File: src/rtl/gauss_frame_sequencer.sv
// Frame scheduler for the 3x3 Gaussian stage: streams one frame from the frame buffer
// into the filter and writes the filter output back with read and filter latency compensated.
//
// state    | meaning
// ---------+----------------------------------------------------------
// S_IDLE   | waiting for start
// S_VSYNC  | flt_vsync held high for VS_LEN cycles
// S_LINE   | one pixel read per cycle, x counts 0..H_ACTIVE-1
// S_HBLANK | at least H_BLANK idle cycles, leaves only with wb_ready
// S_DRAIN  | flush read and filter pipelines after the last line
// S_DONE   | one-cycle done pulse
module gauss_frame_sequencer #(
    parameter int H_ACTIVE = 320,
    parameter int V_ACTIVE = 240,
    parameter int H_BLANK  = 8,
    parameter int VS_LEN   = 4,
    parameter int RD_LAT   = 1,
    parameter int FILT_LAT = 4
) (
    input  logic        clk,
    input  logic        rst_n,
    input  logic        start,
    input  logic        abort,
    input  logic        wb_ready,
    output logic        busy,
    output logic        done,
    output logic        fb_rd_en,
    output logic [16:0] fb_rd_addr,
    input  logic [7:0]  fb_rd_data,
    output logic        flt_enable,
    output logic [7:0]  flt_pixel,
    output logic [16:0] flt_addr,
    output logic        flt_vsync,
    output logic        flt_active,
    input  logic [7:0]  flt_pixel_out,
    input  logic        flt_ready,
    output logic        wb_we,
    output logic [16:0] wb_addr,
    output logic [7:0]  wb_data
);

    localparam logic [2:0] S_IDLE   = 3'd0;
    localparam logic [2:0] S_VSYNC  = 3'd1;
    localparam logic [2:0] S_LINE   = 3'd2;
    localparam logic [2:0] S_HBLANK = 3'd3;
    localparam logic [2:0] S_DRAIN  = 3'd4;
    localparam logic [2:0] S_DONE   = 3'd5;

    localparam int CW        = 16;
    localparam int DRAIN_LEN = RD_LAT + FILT_LAT + 1;

    logic [2:0]    state;
    logic [CW-1:0] cnt;
    logic [8:0]    x;
    logic [7:0]    y;

    logic [RD_LAT-1:0] en_pipe;
    logic [16:0]       rd_addr_pipe [RD_LAT];
    logic [16:0]       wb_addr_pipe [FILT_LAT];

    // cnt is a down-counter loaded with (length-1) on entry; zero marks the last cycle
    always_ff @(posedge clk or negedge rst_n) begin
        if (!rst_n) begin
            state <= S_IDLE;
            cnt   <= '0;
            x     <= '0;
            y     <= '0;
        end else if (abort) begin
            state <= S_IDLE;
            cnt   <= '0;
            x     <= '0;
            y     <= '0;
        end else begin
            case (state)
                S_IDLE: begin
                    if (start) begin
                        state <= S_VSYNC;
                        cnt   <= CW'(VS_LEN - 1);
                    end
                end
                S_VSYNC: begin
                    if (cnt == '0) state <= S_LINE;
                    else           cnt   <= cnt - CW'(1);
                end
                S_LINE: begin
                    if (x == 9'(H_ACTIVE - 1)) begin
                        x <= '0;
                        if (y == 8'(V_ACTIVE - 1)) begin
                            y     <= '0;
                            state <= S_DRAIN;
                            cnt   <= CW'(DRAIN_LEN - 1);
                        end else begin
                            state <= S_HBLANK;
                            cnt   <= CW'(H_BLANK - 1);
                        end
                    end else begin
                        x <= x + 9'd1;
                    end
                end
                S_HBLANK: begin
                    if (cnt != '0) begin
                        cnt <= cnt - CW'(1);
                    end else if (wb_ready) begin
                        state <= S_LINE;
                        y     <= y + 8'd1;
                    end
                end
                S_DRAIN: begin
                    if (cnt == '0) state <= S_DONE;
                    else           cnt   <= cnt - CW'(1);
                end
                S_DONE:  state <= S_IDLE;
                default: state <= S_IDLE;
            endcase
        end
    end

    // Read-latency and filter-latency alignment chains; abort flushes in-flight pixels
    always_ff @(posedge clk or negedge rst_n) begin
        if (!rst_n) begin
            en_pipe <= '0;
            for (int i = 0; i < RD_LAT; i++)   rd_addr_pipe[i] <= '0;
            for (int i = 0; i < FILT_LAT; i++) wb_addr_pipe[i] <= '0;
        end else if (abort) begin
            en_pipe <= '0;
            for (int i = 0; i < RD_LAT; i++)   rd_addr_pipe[i] <= '0;
            for (int i = 0; i < FILT_LAT; i++) wb_addr_pipe[i] <= '0;
        end else begin
            en_pipe[0]      <= fb_rd_en;
            rd_addr_pipe[0] <= fb_rd_addr;
            for (int i = 1; i < RD_LAT; i++) begin
                en_pipe[i]      <= en_pipe[i-1];
                rd_addr_pipe[i] <= rd_addr_pipe[i-1];
            end
            wb_addr_pipe[0] <= flt_addr;
            for (int i = 1; i < FILT_LAT; i++) wb_addr_pipe[i] <= wb_addr_pipe[i-1];
        end
    end

    assign busy       = (state != S_IDLE);
    assign done       = (state == S_DONE);
    assign fb_rd_en   = (state == S_LINE);
    assign fb_rd_addr = {y, x};
    assign flt_vsync  = (state == S_VSYNC);
    assign flt_active = en_pipe[RD_LAT-1];
    assign flt_enable = flt_active;
    assign flt_addr   = rd_addr_pipe[RD_LAT-1];
    // Data buses are zero outside their valid windows so reset leaves every output low
    assign flt_pixel  = flt_active ? fb_rd_data : 8'h00;
    assign wb_we      = flt_ready & busy;
    assign wb_addr    = wb_addr_pipe[FILT_LAT-1];
    assign wb_data    = wb_we ? flt_pixel_out : 8'h00;

endmodule
File: config.mk
export PLATFORM = sky130hd
export DESIGN_NAME = gauss_frame_sequencer
export DESIGN_NICKNAME = d
export VERILOG_FILES = /design/src/rtl/gauss_frame_sequencer.sv
export SDC_FILE = /design/constraint.sdc
export NUM_CORES = 1
export LEC_CHECK = 0
export ABC_AREA = 1
export BUFFER_PORTS_ARGS = -buffer_cell sky130_fd_sc_hd__buf_2
export CAP_MARGIN = 40
export CORE_MARGIN = 2
export CORE_UTILIZATION = 31
export CTS_BUF_LIST = sky130_fd_sc_hd__clkbuf_2
export DETAILED_ROUTE_END_ITERATION = 16
export PLACE_DENSITY = 0.61
export SLEW_MARGIN = 20
export SYNTH_ARGS = -nofsm -noshare
export SYNTH_HDL_FRONTEND = slang
export SYNTH_SLANG_ARGS = --single-unit
export TNS_END_PERCENT = 20
File: constraint.sdc
create_clock -name clk -period 1.43 [get_ports clk]
set_input_delay 0.2145 -clock clk [delete_from_list [all_inputs] [get_ports clk]]
set_output_delay 0.2145 -clock clk [all_outputs]
set_load 0.01 [all_outputs]
# --- After elaboration in Yosys (flattened, before gate mapping) ---
# Cells that the tools add are included.
totals:
  reg_bits: 122
  input_bits: 22
  elab_cells: 71
  output_inout_bits: 74
op_classes:
  n_eq_ne: 16
  n_addsub: 3
  muxes: 30
  bitwise: 1
  reduce_logical: 11
ops:
  columns: ["operator", "count"]
  rows:
  - ["$mux 16", 5]
  - ["$mux 68", 1]
  - ["$pmux 16 s4", 1]
  - ["$mux 8", 7]
  - ["$mux 9", 3]
  - ["$mux 3", 8]
  - ["$ne 3x3->1 const B", 6]
  - ["$mux 17", 1]
  - ["$logic_not 16->1", 1]
  - ["$pmux 8 s2", 1]
  - ["$reduce_bool 16->1", 1]
  - ["$sub 16x1->16 const B", 1]
  - ["$pmux 3 s5", 1]
  - ["$reduce_and 5->1", 2]
  - ["$add 9x1->9 const B", 1]
  - ["$eq 9x9->1 const B", 1]
  - ["$ne 3x2->1 const B", 3]
  - ["$add 8x1->8 const B", 1]
  - ["$eq 8x8->1 const B", 1]
  - ["$eq 3x2->1 const B", 2]
  - ["$eq 3x3->1 const B", 2]
  - ["$reduce_and 6->1", 1]
  - ["$reduce_bool 3->1", 2]
  - ["$reduce_bool 5->1", 1]
  - ["other kinds (7)", 7]

# --- Depth between registers and ports, before layout ---
# Gate-level depths: netlist (run 1).
logic_depth:
  ltp_word: 5
  mapped_depth: 12
  depth_no_buf: 12

# --- Worst setup path after synthesis (run 1) ---
# Ideal clock, no wire load.
synth_timing:
  kind: "register to register"
  startpoint: "register x[0]"
  endpoint: "register cnt[10]"
  required_ps: 1314
  setup_slack_ps: -222
  setup_time_ps: 116
  path_stages_with_launch: 10
  n_path_buf: 1
  t_arrival_ps: 1536
  synth_period_minus_slack_ps: 1652
  path_cell_list: "dfrtp_1 > ha_1 > nand3_2 > nor2_4 > nand2_2 > a21oi_2 > nand2_4 > buf_6 > nand2_1 > nand2_1"
synth_between:
  elab_chain_len: 3
synth_lines:
  columns: ["element", "line_no", "text"]
  rows:
  - ["from (decl)", "54", "logic [8:0] x;"]
  - ["from (signal assigned)", "97", "x <= x + 9'd1;"]
  - ["$eq 9x9->1", "86", "if (x == 9'(H_ACTIVE - 1)) begin"]
  - ["$ne 3x2->1 (no line)", null, null]
  - ["$reduce_and 5->1 (no line)", null, null]
  - ["to (signal assigned)", "83", "else cnt <= cnt - CW'(1);"]
  - ["to (signal assigned)", "91", "cnt <= CW'(DRAIN_LEN - 1);"]
  - ["to (signal assigned)", "94", "cnt <= CW'(H_BLANK - 1);"]
  - ["to (decl)", "53", "logic [CW-1:0] cnt;"]
# No other way between the ends.
# A chain may end at the register's enable or synchronous reset.

# --- Worst setup path after layout (run 1) ---
layout_timing:
  startpoint: "register state[2]"
  endpoint: "output port flt_vsync"
layout_between:
  elab_chain_len: 1
layout_lines:
  columns: ["element", "line_no", "text"]
  rows:
  - ["from (decl)", "52", "logic [2:0] state;"]
  - ["from (signal assigned)", "64", "state <= S_IDLE;"]
  - ["from (signal assigned)", "69", "state <= S_IDLE;"]
  - ["from (signal assigned)", "77", "state <= S_VSYNC;"]
  - ["$eq 3x1->1", "144", "assign flt_vsync = (state == S_VSYNC);"]
  - ["to (decl)", "33", "output logic flt_vsync,"]
# No other way between the ends.

==> results of run 1 <==
## layer usage
layer,share of wire [%],vias up
li1,-,2300
met1,45,2110
met2,50,83
met3,3.2,23
met4,2.5,0
met5,0,-
## critical path: stages (launching register included)
cell and delay, ns:
dfrtp_1 0.46, buf_6 0.14, inv_4 0.05, buf_6 0.10, nand2_4 0.04, buf_6 0.11, nor2_4 0.07, buf_6 0.10
## through the flow
step | cells | cell area [sq um] | hold WS, ns | setup WS, ns
global placement | 1018 | 6710 | 0.0784 | -0.297
global route | 1079 | 7800 | 0.0219 | -0.667
finish | 1079 | 7800 | 0.0698 | -0.516
detailed placement | 1018 | 6710 | 0.0850 | -0.374
floorplan | 652 | 5530 | -0.0811 | -0.144
CTS | 1067 | 7470 | 0.00375 | -0.610
## where the power goes
| group | total (uW) | switching [uW] | leakage (uW) | internal (uW) |
|---|---|---|---|---|
| logic | 4910 | 2670 | 0.00219 | 2230 |
| clock network | 2460 | 1440 | 0.000160 | 1020 |
| registers | 3860 | 190 | 0.00169 | 3670 |
| total | 11200 | 4300 | 0.00404 | 6920 |
## area by class of cell
class,instances,area (sq um)
fill,1669,9560
sequential,122,3060
multi-input combinational,371,2030
timing repair buffer,200,1670
inverter,128,492
tap,225,282
clock inverter,15,188
clock buffer,17,85.1
antenna,1,2.50
## what timing repair did
item | in CTS | in global routing
cloned | 2 | 1
pin swaps | 16 | 17
endpoints found under the hold margin | 131 | 0
resized for setup | 80 | 63
setup buffers | 12 | 10
endpoints found under the setup margin | 108 | 110
hold buffers | 4 | 0
## worst max path at each step
stage	slack, ns	cells past startpoint	end	startpoint
after global routing	-0.67	6	wb_data[5]	state[2]$_DFFE_PN0P_
after floorplan	-0.14	9	state[0]$_DFFE_PN0P_	x[1]$_DFFE_PN0P_
after detailed placement	-0.37	9	cnt[8]$_DFFE_PN0P_	cnt[0]$_DFFE_PN0P_
after global placement	-0.30	9	cnt[14]$_DFFE_PN0P_	cnt[0]$_DFFE_PN0P_
final	-0.52	7	flt_vsync	state[2]$_DFFE_PN0P_
after CTS	-0.61	7	flt_vsync	state[2]$_DFFE_PN0P_
## sequential cells by signal (all words and copies together), names as in the netlist
signal and cells:
wb_addr_pipe 51, flt_addr 17, wb_addr 17, cnt 16, x 9, y 8, state 3, flt_active 1
## cells by family (layout without fill, tap and decap cells)
kind of cell | count (synthesis) | in the layout | synth area share, %
fa+ha+maj | 3 | 3 | 0.680
xor+xnor | 12 | 12 | 1.90
other cells | 0 | 1 | 0
flops | 122 | 122 | 55.3
buf+inv | 162 | 360 | 12.9
compound gates | 34 | 34 | 3.92
simple gates | 319 | 322 | 25.3
## cell usage in the layout (no fill, tap or decap), types with 8 or more instances in the layout
cell / netlist / layout
nand2_2: 10 / 28
nor2_1: 136 / 130
buf_6: 2 / 64
xor2_1: 11 / 11
buf_2: 2 / 59
nand2_1: 118 / 96
dfrtp_1: 122 / 118
o21ai_2: 7 / 8
inv_1: 123 / 118
nand2_4: 3 / 8
clkbuf_2: 0 / 17
nor2_4: 5 / 11
buf_4: 19 / 68
nand3_1: 19 / 18
nand4_1: 8 / 8
==> out/results.tsv, run 1 <==
stage	metric	value	unit
floorplan	die extent in y	137	microns
timing	RSZ-0062 raised after global routing	yes	
synth	Post-Syn Instances	652	
timing	worst clock skew	0.0368	ns
synth	syn avg cell area	8.46	sq um
clock_tree	CTS buffer count	17	
clock_tree	Clock Path Buffers	2	
timing	Max Slew Vio Count	0	
timing	Tmin final	1.95	ns
route	initial drt markers	191	
timing	final period utilization	136	%
synth	Synth top area share	55.3	%
clock_tree	CTS tree	built	
clock_tree	CTS Root Buffer Type	clkbuf_2	
global_routing	met2 usage	22.9	%
global_routing	initial antenna violation count	1	
layout	final layout net count	865	
placed_design	Routability Congestion	0.843	
route	Post-DRT Antenna Nets	0	
timing	Slew headroom	63.8	%
synth	Syn Nets	677	
flow_run	maxcap violations	0	
power	Power Total	11200	uW
global_routing	Total GRT Usage	13.8	%
power	pwr dens	1440	nW/um^2
global_routing	most used routing layer	met2	
worst_hold_path	worst min path class	input pin to asynchronous set/reset pin	
power	LEAKAGE	0.00404	uW
setup_path	Setup CP Type	register to output pin	
global_routing	largest net degree at the start of global routing	56	
floorplan	Site Rows	48	
setup_path	Reg2Reg Setup Slack	-0.31	ns
route	vias per inst	4.19	
synth	top cells by area, synth	dfrtp_1, nor2_1, inv_1, nand2_1, buf_4	
layout	Area Growth Syn to Fin	41.4	%
synth	Post-synth EDFFs	0	
setup_path	Reg2Reg Depth	10	
route	drt wl/cell	11.6	microns
setup_path	r2r endpoint	cnt[8]$_DFFE_PN0P_	
synth	cell taking the most area after synthesis	dfrtp_1	
route	via count	4516	
route	final wirelength	12500	microns
placed_design	IO Port Bufs	95	
timing	setup TNS	-18.64	ns
status	status	complete, but fails checks	
status	violated checks	negative setup slack	
synth	YS warnings	0	
synth	sequential cell area fraction in the yosys report	55.3	%
clock_tree	H-Tree Depth	4	
global_routing	number of global-route vias before repair	4277	
synth	most frequent cells after synthesis	nor2_1, inv_1, dfrtp_1, nand2_1	
setup_path	critical path fanouts, max	2	
power	Peak VDD IR	0.000586	V
route	DR DRC count	0	
setup_path	crit path capture type	output pin	
timing	Setup Viol. Count Final	86	
clock_tree	clk slew on worst S/H paths	0.23	ns
setup_path	worst r2r src	state[2]$_DFFE_PN0P_	
global_routing	first-pass GRT wire length	20200	microns
layout	share of layout cells above drive strength 1	37.7	%
route	First-pass DRT Iterations	4	
setup_path	startpoint types	register	
setup_path	critical path arrival	1.73	ns
synth	ys flop type	dfrtp_1	
layout	Final Util	44.9	%
clock_tree	worst skew pair latency	0.69	ns
floorplan	area of the die	18900	sq um
global_routing	met3 Track Usage GR	3.31	%
synth	Cell variety after synth	34	
floorplan	Die X	137	microns
timing	FMAX	0.514	GHz
timing	Slew @ Worst Pin	0.542	ns
synth	asr flop ratio synth	100	%
synth	most frequent cell after synthesis	nor2_1	
placed_design	post-DP HPWL	8270	microns
global_routing	GR Util met1	17.2	%
setup_path	Worst Path Required	1.22	ns
floorplan	num ports	96	
synth	Yosys reg bits	122	
timing	final hold violation count	0	
floorplan	core area	17400	sq um
clock_tree	clk sinks	122	
global_routing	total grt overflow	0	
synth	synthesized area	5520	sq um
floorplan	Initial Util	31.8	%
timing	Worst Slack Setup Final	-0.516	ns
Note: power is estimated with default switching activity, not from simulation.
==> run 2: changes to the inputs <==
Settings changed: CELL_PAD_IN_SITES_DETAIL_PLACEMENT set to 2, CELL_PAD_IN_SITES_GLOBAL_PLACEMENT set to 2, PLACE_DENSITY 0.61 to unset, PLACE_DENSITY_LB_ADDON set to 0.1.
==> out/results.tsv, run 2 (synthesis gave the netlist of run 1 again) <==
stage	metric	value	unit	change
timing	Slew @ Worst Pin	0.436	ns	was 0.542 ns
clock_tree	CTS Root Buffer Type	clkbuf_2		unchanged
setup_path	critical path fanouts, max	5		was 2
route	DR DRC count	0		unchanged
worst_hold_path	HP Start	start		
layout	Reg with most FFs	wb_addr_pipe		unchanged
route	Post-DRT Antenna Nets	0		unchanged
route	vias per inst	4.46		was 4.19
setup_path	Setup CP Type	register to output pin		unchanged
layout	Fill cells	1869		was 1,669
clock_tree	H-Tree Depth	4		unchanged
timing	final period utilization	138	%	was 136%
floorplan	die extent in y	137	microns	unchanged
route	drt wl/cell	15.7	microns	was 11.6 microns
setup_path	critical path arrival	1.76	ns	was 1.73 ns
clock_tree	clk slew on worst S/H paths	0.21	ns	was 0.23 ns
timing	Setup Viol. Count Final	95		was 86
placed_design	placed insts	1014		was 1,018
timing	FMAX	0.507	GHz	was 0.514 GHz
status	status	complete, but fails checks		unchanged
clock_tree	CTS tree	built		unchanged
power	LEAKAGE	0.00403	uW	was 0.00404 uW
route	initial drt markers	160		was 191
power	pwr dens	1510	nW/um^2	was 1440 nW/um^2
floorplan	Site Rows	48		unchanged
floorplan	core area	17400	sq um	unchanged
floorplan	Die X	137	microns	unchanged
placed_design	Routability Congestion	0.770		was 0.843
layout	share of layout cells above drive strength 1	40.1	%	was 37.7%
setup_path	Reg2Reg Depth	11		was 10
route	First-pass DRT Iterations	4		unchanged
status	violated checks	negative setup slack		unchanged
floorplan	num ports	96		unchanged
setup_path	worst r2r src	state[2]$_DFFE_PN0P_		unchanged
timing	setup TNS	-22.57	ns	was -18.64 ns
placed_design	IO Port Bufs	95		unchanged
layout	area of the multi-input gates	2130	sq um	was 2030 sq um
global_routing	largest net degree at the start of global routing	71		was 56
clock_tree	CTS buffer count	17		unchanged
timing	final hold slack	0.172	ns	was 0.0698 ns
timing	worst clock skew	0.0351	ns	was 0.0368 ns
clock_tree	clk sinks	122		unchanged
global_routing	number of global-route vias before repair	5324		was 4,277
timing	final hold violation count	0		unchanged
worst_hold_path	worst min path class	input pin to register		was input pin to asynchronous set/reset pin
layout	final layout net count	867		was 865
layout	most frequent cells in the layout	nor2_1, inv_1, dfrtp_1		unchanged
setup_path	r2r endpoint	cnt[14]$_DFFE_PN0P_		was cnt[8]$_DFFE_PN0P_
setup_path	startpoint types	register		unchanged
layout	Largest register FFs	51		unchanged
route	via count	4826		was 4,516
layout	final std cells w/o fill	1081		was 1,079
global_routing	initial antenna violation count	1		unchanged
setup_path	Worst Path Required	1.22	ns	about the same
layout	sequential cell area	3060	sq um	about the same
timing	Tmin final	1.97	ns	was 1.95 ns
setup_path	Reg2Reg Setup Slack	-0.44	ns	was -0.31 ns
worst_hold_path	Endpoint, Worst Hold	state[0]$_DFFE_PN0P_		
setup_path	crit path capture type	output pin		unchanged
route	final wirelength	17000	microns	was 12,500 microns
placed_design	DP Worst Slack	-0.346	ns	was -0.374 ns
global_routing	first-pass GRT wire length	26800	microns	was 20,200 microns
power	Peak VDD IR	0.000728	V	was 0.000586 V
timing	RSZ-0062 raised after global routing	yes		unchanged
timing	Slew headroom	70.9	%	was 63.8%
flow_run	maxcap violations	0		unchanged
global_routing	total grt overflow	0		unchanged
clock_tree	worst skew pair latency	0.69	ns	about the same
worst_hold_path	hold path cells	6		
layout	Area Growth Syn to Fin	41.4	%	about the same
floorplan	Initial Util	31.8	%	unchanged
layout	commonest non-fill, non-tap cell in the layout	nor2_1		unchanged
global_routing	Total GRT Usage	18.6	%	was 13.8%
timing	Worst Slack Setup Final	-0.544	ns	was -0.516 ns
floorplan	area of the die	18900	sq um	unchanged
clock_tree	Clock Path Buffers	2		unchanged
placed_design	post-DP HPWL	11300	microns	was 8270 microns
timing	Max Slew Vio Count	0		unchanged
==> run 2: changes by cell type in the layout (fill, tap and decap cells not counted), sizes merged <==
cell	delta
clkbuf	+3
bufinv	-1
dlygate4sd3	+1
inv	-3
clkinvlp	+4
clkinv	-2
==> run 2: power by group <==
part,switching (uW),total (uW),internal [uW]
sequential,191,3860,3670
clock,1420,2240,823
combinational,3220,5700,2490
total,4830,11800,6980
==> run 2: worst max-delay path: stages, from the launching register on <==
cell and delay, ns:
dfrtp_2 0.49, nor2_4 0.14, nand2_2 0.07, buf_6 0.14, nand2_8 0.07, nor2_2 0.04, buf_2 0.13
==> run 2: layout make-up <==
cell class	instances	share of cell area, %
Sequential cell	122	39.2
Clock inverter	13	1.81
Multi-Input combinational cell	371	27.2
Antenna cell	1	0.0321
Timing Repair Buffer	202	20.5
Clock buffer	19	1.22
Tap cell	225	3.61
Inverter	128	6.33
==> run 2: per-stage QoR <==
stage               instance area [sq um]  total power, uW  util [%]
floorplan                            5530             6240         -
global placement                     6690             7930      38.6
detailed placement                   6690             8140      38.6
CTS                                  7410            11100      42.7
global route                         7810            12600      45.0
finish                               7810            11800      45.0
==> run 2: layer usage <==
metal / up-vias / global-route usage, % / routed length (microns)
li1: 2303 / - / -
met1: 2401 / 21.5 / 7060
met2: 106 / 34.1 / 9040
met3: 16 / 4.34 / 641
met4: 0 / 5.50 / 210
met5: - / 0 / 0
==> run 2: worst max path at each step <==
stage / start / endpoint / slack, ns / cells past startpoint
final: state[2]$_DFFE_PN0P_ / wb_data[3] / -0.54 / 6
after global routing: state[1]$_DFFE_PN0P_ / wb_data[3] / -0.68 / 6
after CTS: state[0]$_DFFE_PN0P_ / wb_data[0] / -0.64 / 6
after detailed placement: cnt[0]$_DFFE_PN0P_ / y[0]$_DFFE_PN0P_ / -0.35 / 9
after global placement: cnt[0]$_DFFE_PN0P_ / y[1]$_DFFE_PN0P_ / -0.22 / 9
after floorplan: x[1]$_DFFE_PN0P_ / state[0]$_DFFE_PN0P_ / -0.14 / 9
==> run 2: what timing repair did <==
item,CTS,global route
hold endpoints to repair,138,0
setup endpoints to repair,109,110
resized for setup,73,74
gates cloned,2,2
pin swaps,14,14
buffers inserted,18,9
hold buffers,5,0
==> run 3: changes to the inputs <==
Settings changed: MAX_ROUTING_LAYER set to met4.
==> out/results.tsv, run 3 (synthesis gave the netlist of run 1 again) <==
stage	metric	value	unit	change
timing	Max Slew Vio Count	0		unchanged
timing	Tmin final	1.97	ns	about the same
layout	final layout net count	867		unchanged
worst_hold_path	worst min path class	input pin to register		unchanged
clock_tree	clk sinks	122		unchanged
power	Peak VDD IR	0.000728	V	about the same
global_routing	total grt overflow	0		unchanged
route	Post-DRT Antenna Nets	0		unchanged
placed_design	Routability Congestion	0.781		was 0.770
status	status	complete, but fails checks		unchanged
setup_path	critical path fanouts, max	5		unchanged
floorplan	Die X	137	microns	unchanged
timing	Setup Viol. Count Final	94		was 95
route	initial drt markers	158		was 160
clock_tree	CTS Root Buffer Type	clkbuf_2		unchanged
flow_run	maxcap violations	0		unchanged
global_routing	initial antenna violation count	1		unchanged
power	pwr dens	1510	nW/um^2	about the same
timing	Slew headroom	70.7	%	was 70.9%
route	via count	4812		was 4,826
timing	Slew @ Worst Pin	0.440	ns	was 0.436 ns
layout	sequential cell area	3060	sq um	unchanged
layout	area of the multi-input gates	2130	sq um	unchanged
timing	FMAX	0.507	GHz	about the same
setup_path	Setup CP Type	register to output pin		unchanged
global_routing	number of global-route vias before repair	5297		was 5,324
layout	Area Growth Syn to Fin	41.5	%	was 41.4%
route	vias per inst	4.45		was 4.46
timing	final hold slack	0.172	ns	about the same
clock_tree	worst skew pair latency	0.69	ns	about the same
floorplan	Site Rows	48		unchanged
placed_design	IO Port Bufs	95		unchanged
global_routing	first-pass GRT wire length	26900	microns	was 26,800 microns
layout	most frequent cells in the layout	nor2_1, inv_1, dfrtp_1		unchanged
setup_path	critical path arrival	1.76	ns	about the same
route	First-pass DRT Iterations	4		unchanged
floorplan	num ports	96		unchanged
placed_design	DP Worst Slack	-0.346	ns	unchanged
clock_tree	CTS tree	built		unchanged
floorplan	area of the die	18900	sq um	unchanged
setup_path	crit path capture type	output pin		unchanged
route	drt wl/cell	15.7	microns	about the same
floorplan	Initial Util	31.8	%	unchanged
timing	final hold violation count	0		unchanged
floorplan	core area	17400	sq um	unchanged
layout	Reg with most FFs	wb_addr_pipe		unchanged
clock_tree	H-Tree Depth	4		unchanged
timing	setup TNS	-22.33	ns	was -22.57 ns
placed_design	post-DP HPWL	11300	microns	unchanged
layout	Final Util	45.0	%	about the same
layout	commonest non-fill, non-tap cell in the layout	nor2_1		unchanged
power	LEAKAGE	0.00403	uW	about the same
status	violated checks	negative setup slack		unchanged
route	final wirelength	17000	microns	about the same
timing	final period utilization	138	%	about the same
clock_tree	clk slew on worst S/H paths	0.18	ns	was 0.21 ns
timing	Worst Slack Setup Final	-0.542	ns	was -0.544 ns
timing	RSZ-0062 raised after global routing	yes		unchanged
clock_tree	Clock Path Buffers	2		unchanged
floorplan	die extent in y	137	microns	unchanged
global_routing	largest net degree at the start of global routing	71		unchanged
layout	Largest register FFs	51		unchanged
layout	share of layout cells above drive strength 1	40.1	%	unchanged
global_routing	Total GRT Usage	19.2	%	was 18.6%
clock_tree	CTS buffer count	17		unchanged
setup_path	startpoint types	register		unchanged
timing	worst clock skew	0.0339	ns	was 0.0351 ns
layout	Fill cells	1868		was 1,869
setup_path	Worst Path Required	1.22	ns	about the same
route	DR DRC count	0		unchanged
## run 3: cell types whose count changed in the layout (fill, tap and decap cells not counted)
cell / change
inv_4: +1
inv_2: -1
## run 3: final cells by class
class | count | share of cell area (%)
Tap cell | 225 | 3.61
Timing Repair Buffer | 202 | 20.5
Clock inverter | 13 | 1.81
Clock buffer | 19 | 1.22
Multi-Input combinational cell | 371 | 27.2
Sequential cell | 122 | 39.2
Inverter | 128 | 6.36
Antenna cell | 1 | 0.0320
## run 3: stage by stage
step / cell area, sq um / instances / total power, uW
finish: 7810 / 1081 / 11800
global route: 7810 / 1081 / 12600
CTS: 7410 / 1071 / 11100
global placement: 6690 / 1014 / 7930
detailed placement: 6690 / 1014 / 8140
floorplan: 5530 / 652 / 6240
## run 3: worst paths after layout
kind	from	to	slack (ns)	cells after the start
worst max register to register	state[2]$_DFFE_PN0P_	cnt[14]$_DFFE_PN0P_	-0.42	11
min in group asynchronous	rst_n	wb_addr[8]$_DFF_PN0_	0.59	4
max in group asynchronous	rst_n	wb_addr[6]$_DFF_PN0_	0.39	4
worst max-delay path	state[2]$_DFFE_PN0P_	wb_data[2]	-0.54	6
worst min register to register	wb_addr_pipe[53]$_DFF_PN0_	wb_addr_pipe[36]$_DFF_PN0_	0.45	2
worst min-delay path	start	state[1]$_DFFE_PN0P_	0.17	6
## run 3: report_power, final
part	total, uW	internal [uW]	leakage [uW]	switching [uW]
Sequential	3860	3670	0.00169	192
Combinational	5710	2490	0.00222	3220
Clock	2240	823	0.000132	1410
Total	11800	6980	0.00403	4830
## run 3: layer usage
metal,global-route usage [%],vias up,part of all wire [%]
li1,-,2302,-
met1,21.8,2391,42
met2,34.0,102,53
met3,4.19,17,3.5
met4,5.33,0,1.2
met5,-,-,0
## run 3: worst max-delay path, cell delays in order (launching register included)
cell and delay (ns):
dfrtp_2 0.48, nor2_4 0.14, nand2_2 0.07, buf_6 0.14, nand2_8 0.08, nor2_1 0.04, buf_2 0.13
## run 3: repair_timing
| item | 4_1_cts | 5_1_grt |
|---|---|---|
| hold buffers | 5 | 0 |
| pin swaps | 14 | 14 |
| hold endpoints to repair | 138 | 0 |
| setup endpoints to repair | 109 | 110 |
| cloned | 2 | 2 |
| resized for setup | 73 | 75 |
| buffers inserted | 18 | 9 |
